==> config.mk <==
export PLATFORM = sky130hd
export DESIGN_NAME = fetch_unit_flat
export DESIGN_NICKNAME = d
export VERILOG_FILES = /design/src/rtl/fetch_mem_if.sv /design/src/rtl/fetch_unit.sv /design/src/flat_wrapper.sv
export SDC_FILE = /design/constraint.sdc
export NUM_CORES = 1
export LEC_CHECK = 0
export CORE_MARGIN = 5
export CORE_UTILIZATION = 50
export DETAILED_ROUTE_END_ITERATION = 10
export PLACE_DENSITY = 0.74
export SLEW_MARGIN = 10
export SYNTH_ARGS = -nofsm -noshare
export SYNTH_HDL_FRONTEND = slang
export SYNTH_SLANG_ARGS = --single-unit
==> constraint.sdc <==
create_clock -name clk -period 2.9 [get_ports clk]
set_input_delay 0.725 -clock clk [delete_from_list [all_inputs] [get_ports clk]]
set_output_delay 0.725 -clock clk [all_outputs]
set_load 0.01 [all_outputs]
==> src/rtl/fetch_mem_if.sv <==
// Instruction-memory read port between the fetch stage and memory.
// master: memAddr/memRead out, memRdata/memReady in.
interface fetch_mem_if;
  logic [15:0] memAddr;
  logic        memRead;
  logic [15:0] memRdata;
  logic        memReady;

  modport master (
    output memAddr, memRead,
    input  memRdata, memReady
  );

  modport slave (
    input  memAddr, memRead,
    output memRdata, memReady
  );
endinterface

==> src/rtl/fetch_unit.sv <==
// Fetch stage: owns pc and instruction register, reads memory on fetchReq.
// Ports: clk/reset, FSM controls (fetchReq, pcEn, operands), mem master,
// instruction/instrValid/pc/pcPlus1/fetchBusy/fetchErr.
module fetch_unit #(
  parameter logic [15:0] RESET_PC  = 16'h0000,
  parameter int unsigned MAX_WAIT  = 15,
  parameter logic [15:0] NOP_INSTR = 16'h0000
) (
  input  logic        clk,
  input  logic        reset,
  input  logic        fetchReq,
  input  logic [1:0]  pcEn,
  input  logic        condTrue,
  input  logic [15:0] jumpTarget,
  input  logic [7:0]  branchDisp,
  fetch_mem_if.master mem,
  output logic [15:0] instruction,
  output logic        instrValid,
  output logic [15:0] pc,
  output logic [15:0] pcPlus1,
  output logic        fetchBusy,
  output logic        fetchErr
);

  typedef enum logic {IDLE, REQ} state_t;

  localparam logic [7:0] LAST_WAIT = 8'(MAX_WAIT - 1);

  state_t      state_q, state_d;
  logic [7:0]  wait_cnt_q, wait_cnt_d;
  logic [15:0] pc_q, pc_d;
  logic [15:0] instr_q, instr_d;
  logic        valid_q, valid_d;
  logic        err_q, err_d;
  logic [1:0]  pend_mode_q, pend_mode_d;
  logic        pend_cond_q, pend_cond_d;
  logic [15:0] pend_tgt_q, pend_tgt_d;
  logic [7:0]  pend_disp_q, pend_disp_d;

  // Mode 00 in the pending register means "no update queued".
  logic [1:0]  eff_mode;
  logic        eff_cond;
  logic [15:0] eff_tgt;
  logic [7:0]  eff_disp;
  logic        done;

  function automatic logic [15:0] next_pc(
    input logic [1:0]  m,
    input logic        c,
    input logic [15:0] t,
    input logic [7:0]  d,
    input logic [15:0] p
  );
    logic [15:0] inc;
    inc = p + 16'd1;
    case (m)
      2'b01:   next_pc = inc;
      2'b10:   next_pc = c ? t : inc;
      2'b11:   next_pc = c ? p + {{8{d[7]}}, d} : inc;
      default: next_pc = p;
    endcase
  endfunction

  always_ff @(posedge clk or posedge reset) begin
    if (reset) begin
      state_q     <= IDLE;
      wait_cnt_q  <= 8'd0;
      pc_q        <= RESET_PC;
      instr_q     <= NOP_INSTR;
      valid_q     <= 1'b0;
      err_q       <= 1'b0;
      pend_mode_q <= 2'b00;
      pend_cond_q <= 1'b0;
      pend_tgt_q  <= 16'h0000;
      pend_disp_q <= 8'h00;
    end else begin
      state_q     <= state_d;
      wait_cnt_q  <= wait_cnt_d;
      pc_q        <= pc_d;
      instr_q     <= instr_d;
      valid_q     <= valid_d;
      err_q       <= err_d;
      pend_mode_q <= pend_mode_d;
      pend_cond_q <= pend_cond_d;
      pend_tgt_q  <= pend_tgt_d;
      pend_disp_q <= pend_disp_d;
    end
  end

  // A fresh pcEn in the completion cycle is the newest request, so it wins.
  always_comb begin
    if (pcEn != 2'b00) begin
      eff_mode = pcEn;
      eff_cond = condTrue;
      eff_tgt  = jumpTarget;
      eff_disp = branchDisp;
    end else begin
      eff_mode = pend_mode_q;
      eff_cond = pend_cond_q;
      eff_tgt  = pend_tgt_q;
      eff_disp = pend_disp_q;
    end
  end

  assign done = mem.memReady || (wait_cnt_q == LAST_WAIT);

  always_comb begin
    state_d     = state_q;
    wait_cnt_d  = wait_cnt_q;
    pc_d        = pc_q;
    instr_d     = instr_q;
    valid_d     = 1'b0;
    err_d       = err_q;
    pend_mode_d = pend_mode_q;
    pend_cond_d = pend_cond_q;
    pend_tgt_d  = pend_tgt_q;
    pend_disp_d = pend_disp_q;
    case (state_q)
      IDLE: begin
        pc_d = next_pc(pcEn, condTrue, jumpTarget, branchDisp, pc_q);
        if (fetchReq) begin
          state_d    = REQ;
          wait_cnt_d = 8'd0;
        end
      end
      REQ: begin
        if (done) begin
          state_d     = IDLE;
          valid_d     = 1'b1;
          instr_d     = mem.memReady ? mem.memRdata : NOP_INSTR;
          err_d       = err_q | ~mem.memReady;
          pc_d        = next_pc(eff_mode, eff_cond, eff_tgt, eff_disp, pc_q);
          pend_mode_d = 2'b00;
        end else begin
          wait_cnt_d = wait_cnt_q + 8'd1;
          if (pcEn != 2'b00) begin
            pend_mode_d = pcEn;
            pend_cond_d = condTrue;
            pend_tgt_d  = jumpTarget;
            pend_disp_d = branchDisp;
          end
        end
      end
      default: state_d = IDLE;
    endcase
  end

  always_comb begin
    mem.memRead = (state_q == REQ);
    mem.memAddr = (state_q == REQ) ? pc_q : 16'h0000;
    fetchBusy   = (state_q == REQ);
  end

  assign instruction = instr_q;
  assign instrValid  = valid_q;
  assign pc          = pc_q;
  assign pcPlus1     = pc_q + 16'd1;
  assign fetchErr    = err_q;

endmodule

==> src/flat_wrapper.sv <==
// flat-port wrapper written by rule: the top's interface ports become plain ports
module fetch_unit_flat 
#(
  parameter logic [15:0] RESET_PC  = 16'h0000,
  parameter int unsigned MAX_WAIT  = 15,
  parameter logic [15:0] NOP_INSTR = 16'h0000
)
  (clk, reset, fetchReq, pcEn, condTrue, jumpTarget, branchDisp, instruction, instrValid, pc, pcPlus1, fetchBusy, fetchErr, mem_memAddr, mem_memRead, mem_memRdata, mem_memReady);
  fetch_mem_if mem_i ();
  input  logic clk;
  input  logic reset;
  input  logic fetchReq;
  input  logic [1:0] pcEn;
  input  logic condTrue;
  input  logic [15:0] jumpTarget;
  input  logic [7:0] branchDisp;
  output logic [15:0] instruction;
  output logic instrValid;
  output logic [15:0] pc;
  output logic [15:0] pcPlus1;
  output logic fetchBusy;
  output logic fetchErr;
  output wire logic [$bits(mem_i.memAddr)-1:0] mem_memAddr;
  output wire logic [$bits(mem_i.memRead)-1:0] mem_memRead;
  input wire logic [$bits(mem_i.memRdata)-1:0] mem_memRdata;
  input wire logic [$bits(mem_i.memReady)-1:0] mem_memReady;
  assign mem_memAddr = mem_i.memAddr;
  assign mem_memRead = mem_i.memRead;
  assign mem_i.memRdata = mem_memRdata;
  assign mem_i.memReady = mem_memReady;
  fetch_unit #(.RESET_PC(RESET_PC), .MAX_WAIT(MAX_WAIT), .NOP_INSTR(NOP_INSTR)) u_core (.clk(clk), .reset(reset), .fetchReq(fetchReq), .pcEn(pcEn), .condTrue(condTrue), .jumpTarget(jumpTarget), .branchDisp(branchDisp), .mem(mem_i), .instruction(instruction), .instrValid(instrValid), .pc(pc), .pcPlus1(pcPlus1), .fetchBusy(fetchBusy), .fetchErr(fetchErr));
endmodule
* After elaboration in Yosys (flattened, before gate mapping)
Index checks and enable logic that the tools add are counted.
** Storage, ports and cells
- Logic and storage cells :: 59
- Output and inout port bits :: 68
- Bits in registers :: 70
** Cells by class
- Eq/ne operators :: 12
- Reduce and logical (&&, ||, !) cells :: 6
- Mux-type cells :: 23
- Bitwise gates (word level) :: 4
- $add $sub $neg :: 4
** Operators by type and width (count)
- $mux 16 :: 8
- $pmux 16 s3 :: 2
- $add 16x16->16 :: 2
- $pmux 16 s2 :: 1
- $mux 8 :: 3
- $add 16x1->16 const B :: 1
- $pmux 8 s2 :: 1
- $add 8x1->8 const B :: 1
- $eq 2x2->1 const B :: 4
- $eq 8x4->1 const B :: 1
- $ne 4x4->1 const B :: 2
- $ne 2x2->1 const B :: 3
- $reduce_and 2->1 :: 3
- $mux 1 :: 5
- $eq 2x1->1 const B :: 2
- $mux 2 :: 2
- $not 1->1 :: 3
- $reduce_and 3->1 :: 1
- $pmux 1 s2 :: 1
- $reduce_bool 2->1 :: 1
- $logic_or 1x1->1 :: 1
- $or 1x1->1 :: 1

* Longest topological paths before layout
Gate-level depths: netlist (run 1).
- Depth in word-level cells :: 7
- Depth in mapped cells :: 15
- Gate-level depth less buffers :: 13

* Least setup slack after synthesis (run 1)
OpenSTA, ideal clock, no wires.
- Path kind :: input to register
- From :: in pcEn[0]
- To :: reg u_core.pc_q[14] (netlist: u_core.pc[14])
- Data arrival time :: 3.628 ns
- Data required time :: 2.789 ns
- Path slack :: -0.839 ns
- Stages on the path :: 15
- Setup time :: 0.111 ns
- Cell sequence :: inv_1 ha_1 buf_2 buf_2 mux2_2 ha_1 inv_1 fa_1 nand3b_1 a21oi_1 o311ai_2 a21oi_1 mux2i_1 o311a_1 a2111oi_2
** On the way
- Longest elaborated chain between the ends :: 7
** Ends and longest elaborated chain
- start, declared :: RTL line flat_wrapper.sv:13 : input logic [1:0] pcEn;
- $reduce_bool 2->1 :: RTL line fetch_unit.sv:92 : if (pcEn != 2'b00) begin
- $mux 8 :: RTL line fetch_unit.sv:92
- named net u_core.eff_disp[0] :: RTL line fetch_unit.sv:44 : logic [7:0] eff_disp;
- $add 16x16->16 :: RTL line fetch_unit.sv:59 : 2'b11: next_pc = c ? p + {{8{d[7]}}, d} : inc;
- $mux 16 :: RTL line fetch_unit.sv:59
- $pmux 16 s3 :: RTL line fetch_unit.sv:56 : case (m)
- $mux 16 :: RTL line fetch_unit.sv:127 : if (done) begin
- $pmux 16 s2 :: RTL line fetch_unit.sv:118 : case (state_q)
- end signal, assigned :: RTL line fetch_unit.sv:79 : pc_q <= pc_d;
- end, declared :: RTL line fetch_unit.sv:31 : logic [15:0] pc_q, pc_d;
The timed path passes the listed nets, and every way through them passes these cells. The select of a mux whose other input is x is not followed.
A chain may end at the register's enable or synchronous reset.

* Final worst setup path (run 1)
- From :: in pcEn[0]
- To :: reg u_core.pc_q[12] (netlist: u_core.pc[12])
Same word-level chain as after synthesis.

==> results of run 1 <==
## stage by stage
step / instance area (sq um) / setup slack (ns)
after floorplan: 5796 / -0.5131
after global placement: 8160 / -0.9113
after detailed placement: 8160 / -0.9725
after CTS: 8762 / -0.1168
after global routing: 8991 / -0.2465
final: 8991 / -0.09860
## worst min path at each step
stage	cells past startpoint	end	slack, ns	startpoint
global placement	1	u_core.fetchErr	0.46	u_core.fetchErr
global route	1	u_core.instruction[1]	0.52	u_core.instruction[1]
floorplan	2	u_core.pend_cond_q	0.45	u_core.pend_cond_q
finish	2	u_core.pend_cond_q	0.48	u_core.pend_cond_q
detailed placement	2	u_core.pend_cond_q	0.47	u_core.pend_cond_q
CTS	2	u_core.pend_cond_q	0.49	u_core.pend_cond_q
## layout make-up
| type | instances | area [sq um] |
|---|---|---|
| Clock inverter | 7 | 73.82 |
| Inverter | 17 | 70.07 |
| Sequential cell | 70 | 1754 |
| Multi-Input combinational cell | 508 | 4200 |
| Clock buffer | 9 | 225.2 |
| Tap cell | 143 | 178.9 |
| Timing Repair Buffer | 281 | 2489 |
| Fill cell | 760 | 2330 |
## synthesized netlist by cell type, types with 3 or more instances
master	instances
a211oi_1	14
nor3b_1	3
a22oi_1	3
nor3_1	16
a21oi_1	30
o2111ai_1	3
o21ai_0	39
dfrtp_1	70
mux2i_1	19
nand4_1	8
xnor2_1	23
o221ai_1	3
mux2_2	28
buf_2	9
and2_1	22
buf_1	4
or3_1	3
o21bai_1	7
a221o_1	5
a221oi_1	11
a22o_1	20
o31ai_1	3
o211ai_1	13
nor2_2	3
o21a_1	3
clkbuf_1	18
and3_1	8
a21o_1	12
xor2_1	15
inv_1	17
nand2b_1	7
a31oi_1	8
nor2b_1	6
nor2_1	31
nand2_1	42
ha_1	40
o21ai_1	7
nand3_1	18
## critical path, cell delays in order
cell and delay, ns:
buf_8 0.08, clkinvlp_4 0.12, ha_4 0.22, mux2_4 0.22, ha_4 0.13, inv_2 0.03, fa_2 0.32, nand3b_1 0.21
a21oi_2 0.24, o311ai_2 0.15, buf_4 0.17, mux2i_1 0.11, nor4_1 0.18, o221ai_1 0.15, a22oi_1 0.19
## registers in the layout, indices dropped and copies added (netlist names)
name,flops
u_core.fetchBusy,1
u_core.pc,16
u_core.pend_mode_q,2
u_core.wait_cnt_q,8
u_core.instruction,16
u_core.pend_tgt_q,16
u_core.pend_cond_q,1
u_core.instrValid,1
u_core.fetchErr,1
u_core.pend_disp_q,8
## logic make-up (layout without fill, tap and decap cells)
group                      after synthesis  after routing  synth area share (%)
muxes                                   47             47                 8.832
buffers and inverters                   49            314                 3.476
adders and majority gates               42             42                 9.445
AOI/OAI and AO/OA                      202            202                 25.14
DFF                                     70             70                 30.61
xor gates and xnor gates                38             38                 5.815
and+or+nand+nor                        179            179                 16.68
## metal layers
layer	part of all wire [%]	routed length (microns)
met2	48	10810
met1	40	8929
met5	0	0
met3	6.9	1546
met4	5.1	1149
## report_power, final
part	internal [W]	switching [W]
clock	0.000668	0.000451
combinational	0.00299	0.00286
sequential	0.00127	0.000261
## repair_timing
action,4_1_cts,5_1_grt
buffers inserted,7,10
gates resized for setup,66,38
gates cloned,0,0
endpoints found under the setup margin,24,20
pin swaps,30,31
## cell usage in the layout (no fill, tap or decap), types with 6 or more instances in the layout
cell / synthesis / final
buf_4: 1 / 154
dlygate4sd2_1: 0 / 7
o21ai_0: 39 / 33
nor2_1: 31 / 31
xnor2_1: 23 / 19
ha_1: 40 / 26
clkdlybuf4s50_1: 0 / 98
a21oi_1: 30 / 23
o21bai_1: 7 / 6
mux2_2: 28 / 24
a211oi_1: 14 / 11
a221oi_1: 11 / 9
dlymetal6s2s_1: 0 / 6
and3_1: 8 / 6
clkbuf_16: 0 / 9
and2_1: 22 / 22
ha_4: 0 / 12
buf_6: 0 / 8
nand2_1: 42 / 42
nand3_1: 18 / 15
o211ai_1: 13 / 13
mux2i_1: 19 / 17
nand4_1: 8 / 8
inv_1: 17 / 11
xor2_1: 15 / 14
dfrtp_1: 70 / 68
nand2b_1: 7 / 7
o21ai_1: 7 / 9
a21o_1: 12 / 12
nor3_1: 16 / 14
a31oi_1: 8 / 8
a22o_1: 20 / 20
==> metrics.txt, run 1 <==
Peak VDD IR=about 0.67 mV; Clk Latency, worst-skew pair=approximately 0.34 ns; IO Count=~120; H-Tree Depth=3; Hold-fix buffers, CTS=0; clock slew at reported path FFs=0.06 ns; Initial DRC Count=roughly 520; DRT antenna net count=0; post-route insts no fill=about 1000; Pre-Repair DR Iteration Count=6; final critical-path share of the clock period=103.4%; CTS Sinks=70; Total GRT Usage=31.88%; CP arrival=~3.3 ns; synthesized area per cell=between 9 and 10 sq um; Final Max Slew Viols=0; GR Overflow Total=0; Synth Cell Area=around 0.0057 sq mm; worst setup path endpoint=u_core.pc[12]; Reg2Reg Depth=10; Inst Count DP=about 1000; Yosys top cell by area=dfrtp_1; Slew @ Worst Pin=0.5593 ns; top_reg_cell synth=dfrtp_1; PnR worst setup slack=-0.09860 ns; ant diodes=0; drt wl/cell=21.68 microns; num rows=39; Max Root-Sink Buffers=2; Die X=117.0 microns; IO Port Bufs=about 110; DR DRC count=0; FFs w/ async S/R, synth=between 90% and 100%; vias in the first global route=6347; r2r startpoint=u_core.pc[0]; Core Util, Final=79.42%; Worst setup SP type=primary input; Area Overhead vs Synth=57.11%; setup TNS=-0.2439 ns; CORE AREA=around 0.011 sq mm; met3 usage=under 10%; cells after synthesis=roughly 630; post-synthesis sequential area ratio=a little under a third; Global Route met1 Usage=39.50%; synth unique cells=66; Slew Limit Headroom=a little over three fifths; setup violators final=4; first-pass GRT wire length=approximately 33 mm; post-synth top area share=approximately 30%; Fin. Hold Viols=0; top fanout value on the critical path=6; full die area=between 0.01 and 0.015 sq mm; FMAX=between 300 and 400 MHz; Ys Warns=0; Post-Route WL=between 20 and 25 mm; leak pwr=3.943 nW; nets@finish=just under 1000; Synth area leaders=dfrtp_1 31%, ha_1 8.7%, mux2_2 5.5%, xnor2_1 3.5%, o21ai_0 3.4%; failing checks=setup timing; via/cell ratio=6.205; die height=117.0 microns; post-DP HPWL=~17 mm; Setup crit start=pcEn[0]; syn nets=between 700 and 800; Worst Skew=~0.0070 ns; CTS tree=built; Crit Path Class=in -> reg; most crowded layer after global routing=met2; Max-Cap Viols=0; CTS Buf Count=9; grt met2 use=a little over half; WP data required=around 3.2 ns; Pwr Density=945.3 mW/mm^2; status=finished, violations left; Min Hold Slack=slightly below 0.5 ns; EDFF count, synth=0; Seq cells post-synth=70; Initial Util=50.55%; CP endpoint kind=flip-flop; total power=around 0.0085 W; RSZ-0062 raised after global routing=true; layout cells sized above 1=32.51%; routability cong.=0.9978; hold crit path type=reg -> reg; largest net degree at the start of global routing=71; initial antenna violation count=0; Crit Reg-Reg Endpoint=u_core.pc[12]; setup slack, reg-to-reg=0.10 ns; Final min period=2.999 ns; clock root cell=clkbuf_16; routed via count=6422
(Power assumes the default switching activity.)
==> run 2: changes to the inputs <==
--- a/config.mk
+++ b/config.mk
@@ -5,7 +5,7 @@
 export SDC_FILE = /design/constraint.sdc
 export NUM_CORES = 1
 export LEC_CHECK = 0
-export CORE_MARGIN = 5
+export CORE_MARGIN = 8
 export CORE_UTILIZATION = 50
 export DETAILED_ROUTE_END_ITERATION = 10
 export PLACE_DENSITY = 0.74
==> run 2 against run 1 <==
Against the previous run: the flow still finishes with violations (setup timing); combinational power shrank 4.3%; worst hold slack gained 0.011 ns; maximum frequency shrank 4.1%; clock power grew 17%; via count shrank 2.2%; total power shrank 0.63%; worst setup slack lost 0.13 ns; first-iteration DRC count shrank 6.7%; critical path type unchanged; critical endpoint unchanged; largest cell class unchanged; largest power group unchanged; highest routed layer unchanged.
==> metrics.txt, run 2 (synthesis results as in run 1) <==
full die area=0.01513 sq mm (+11%); setup TNS=-0.8163 ns (-0.5725 ns); hold path depth=1 (-1); Post-Route WL=22.53 mm (+0.43%); die height=123.0 microns (+5.1%); Fin. Hold Viols=0 (unchanged); Min Hold Slack=0.4944 ns (+0.01063 ns); Reg2Reg Depth=10 (unchanged); Worst Skew=0.008633 ns (+0.001614 ns); failing checks=setup timing; drt wl/cell=21.92 microns (+1.1%); CP arrival=3.34 ns (+0.09 ns); IO Count=115 (unchanged); vias in the first global route=6479 (+2.1%); Inst Count DP=996 (-0.70%); most common cell after layout, fill and taps aside=buf_4; leak pwr=3.896 nW (-1.2%); Initial Util=50.77% (+0.22 points); FMAX=319.8 MHz (-4.1%); met3 wire len=1.479 mm (-4.3%); Initial DRC Count=488 (-6.7%); DRT antenna net count=0 (unchanged); Pwr Density=955.2 mW/mm^2 (+1.0%); Total GRT Usage=29.44% (-2.4 points); routability cong.=0.9363 (-6.2%); hold crit path type=reg -> reg; r2r startpoint=u_core.pend_disp_q[7]; setup slack, reg-to-reg=0.23 ns (+0.13 ns); PnR worst setup slack=-0.2266 ns (-0.1280 ns); Crit Reg-Reg Endpoint=u_core.pc[12]; WL met2=11.22 mm (+3.8%); Hold Startpoint=u_core.fetchErr; GR Overflow Total=0 (unchanged); top routing layer used=met4; FILL cells=795 (+4.6%); post-DP HPWL=17.00 mm (+3.0%); Clk Latency, worst-skew pair=0.35 ns (about the same); ant diodes=0 (unchanged); post-route insts no fill=1028 (-0.68%); H-Tree Depth=3 (unchanged); clock slew at reported path FFs=0.06 ns (about the same); via/cell ratio=6.107 (-1.6%); largest net degree at the start of global routing=71 (unchanged); RSZ-0062 raised after global routing=true; CTS Sinks=70 (unchanged); CP endpoint kind=flip-flop; WHS Endpoint=u_core.fetchErr; Metal-1 WL=8.709 mm (-2.5%); Core Util, Final=78.44% (-0.98 points); nets@finish=969 (-0.72%); top fanout value on the critical path=7 (+1); num rows=39 (unchanged); Worst setup SP type=primary input; Slew Limit Headroom=61.98% (-0.73 points); Slew @ Worst Pin=0.5703 ns (+0.01095 ns); DR DRC count=0 (unchanged); CTS tree=built; Area Overhead vs Synth=54.50%; pre-CTS WS=-1.035 ns (-0.06273 ns); WP data required=3.11 ns (-0.04 ns); Pre-Repair DR Iteration Count=5 (-1); Final min period=3.127 ns (+0.1280 ns); layout cells sized above 1=31.30% (-1.2 points); setup violators final=8 (+4); final critical-path share of the clock period=107.8% (+4.4 points); initial antenna violation count=0 (unchanged); Final Max Slew Viols=0 (unchanged); Peak VDD IR=0.5979 mV (-11%); first-pass GRT wire length=34.53 mm (+3.3%); clock root cell=clkbuf_16; CTS Buf Count=9 (unchanged); most frequent cells in the layout=156 x buf_4, 100 x clkdlybuf4s50_1, 68 x dfrtp_1, 41 x nand2_1, 35 x o21ai_0; IO Port Bufs=114 (unchanged); Max Root-Sink Buffers=2 (unchanged); Die X=123.0 microns (+5.1%); routed via count=6278 (-2.2%); status=finished, violations left; CORE AREA=0.01127 sq mm (-0.43%); Crit Path Class=in -> reg; Max-Cap Viols=0 (unchanged)
## run 2: changes by cell type in the layout (fill, tap and decap cells not counted), moves of 3 or more
cell	before	now
ha_1	26	34
ha_4	12	5
nor3_2	2	5
nor3_1	14	11
buf_12	5	1
buf_6	8	3
## run 2: worst max-delay path, stage by stage
cell	delay (ns)
buf_2	0.11
inv_2	0.07
ha_4	0.22
mux2i_2	0.30
inv_2	0.13
ha_1	0.23
or3_1	0.42
o311ai_4	0.33
buf_4	0.18
mux2i_2	0.24
nor4_2	0.06
o221ai_1	0.21
a22oi_1	0.12
## run 2: timing repair
item                       CTS  global route
setup endpoints to repair   26            19
pin swaps                   18            21
hold buffers                 0             0
resized for setup           53            31
setup buffers               11             5
## run 2: how the worst max path moves through the flow
stage | from | to | slack (ns) | cells after the start
after floorplan | pcEn[0] | u_core.pc[14] | -0.51 | 15
after global placement | pcEn[0] | u_core.pc[14] | -0.97 | 14
after detailed placement | pcEn[0] | u_core.pc[14] | -1.04 | 14
after CTS | pcEn[0] | u_core.pc[12] | -0.16 | 15
after global routing | pcEn[1] | u_core.pc[12] | -0.35 | 13
final | pcEn[1] | u_core.pc[12] | -0.23 | 13
## run 2: power by group
part,switching (W),internal [W]
sequential,0.000266,0.00127
combinational,0.00275,0.00285
clock,0.000470,0.000845
## run 2: area by class of cell
| type | count | area (sq um) | area share (%) |
|---|---|---|---|
| Clock buffer | 9 | 225.2 | 2.547 |
| Inverter | 17 | 67.56 | 0.7641 |
| Timing Repair Buffer | 274 | 2366 | 26.76 |
| Sequential cell | 70 | 1754 | 19.84 |
| Tap cell | 143 | 178.9 | 2.023 |
| Multi-Input combinational cell | 508 | 4129 | 46.70 |
| Clock inverter | 7 | 121.4 | 1.373 |
## run 2: through the flow
step / power (W) / instance area, sq um
2_1_floorplan: 0.004175 / 5796
3_3_place_gp: 0.006460 / 8058
3_5_place_dp: 0.006582 / 8058
4_1_cts: 0.008147 / 8640
5_1_grt: 0.008912 / 8842
6_report: 0.008446 / 8842
## run 2: layer usage
layer / vias up / track usage [%]
met5: - / 0
met4: 0 / 15.35
met3: 73 / 6.027
met2: 279 / 50.32
met1: 3035 / 34.34
li1: 2891 / -
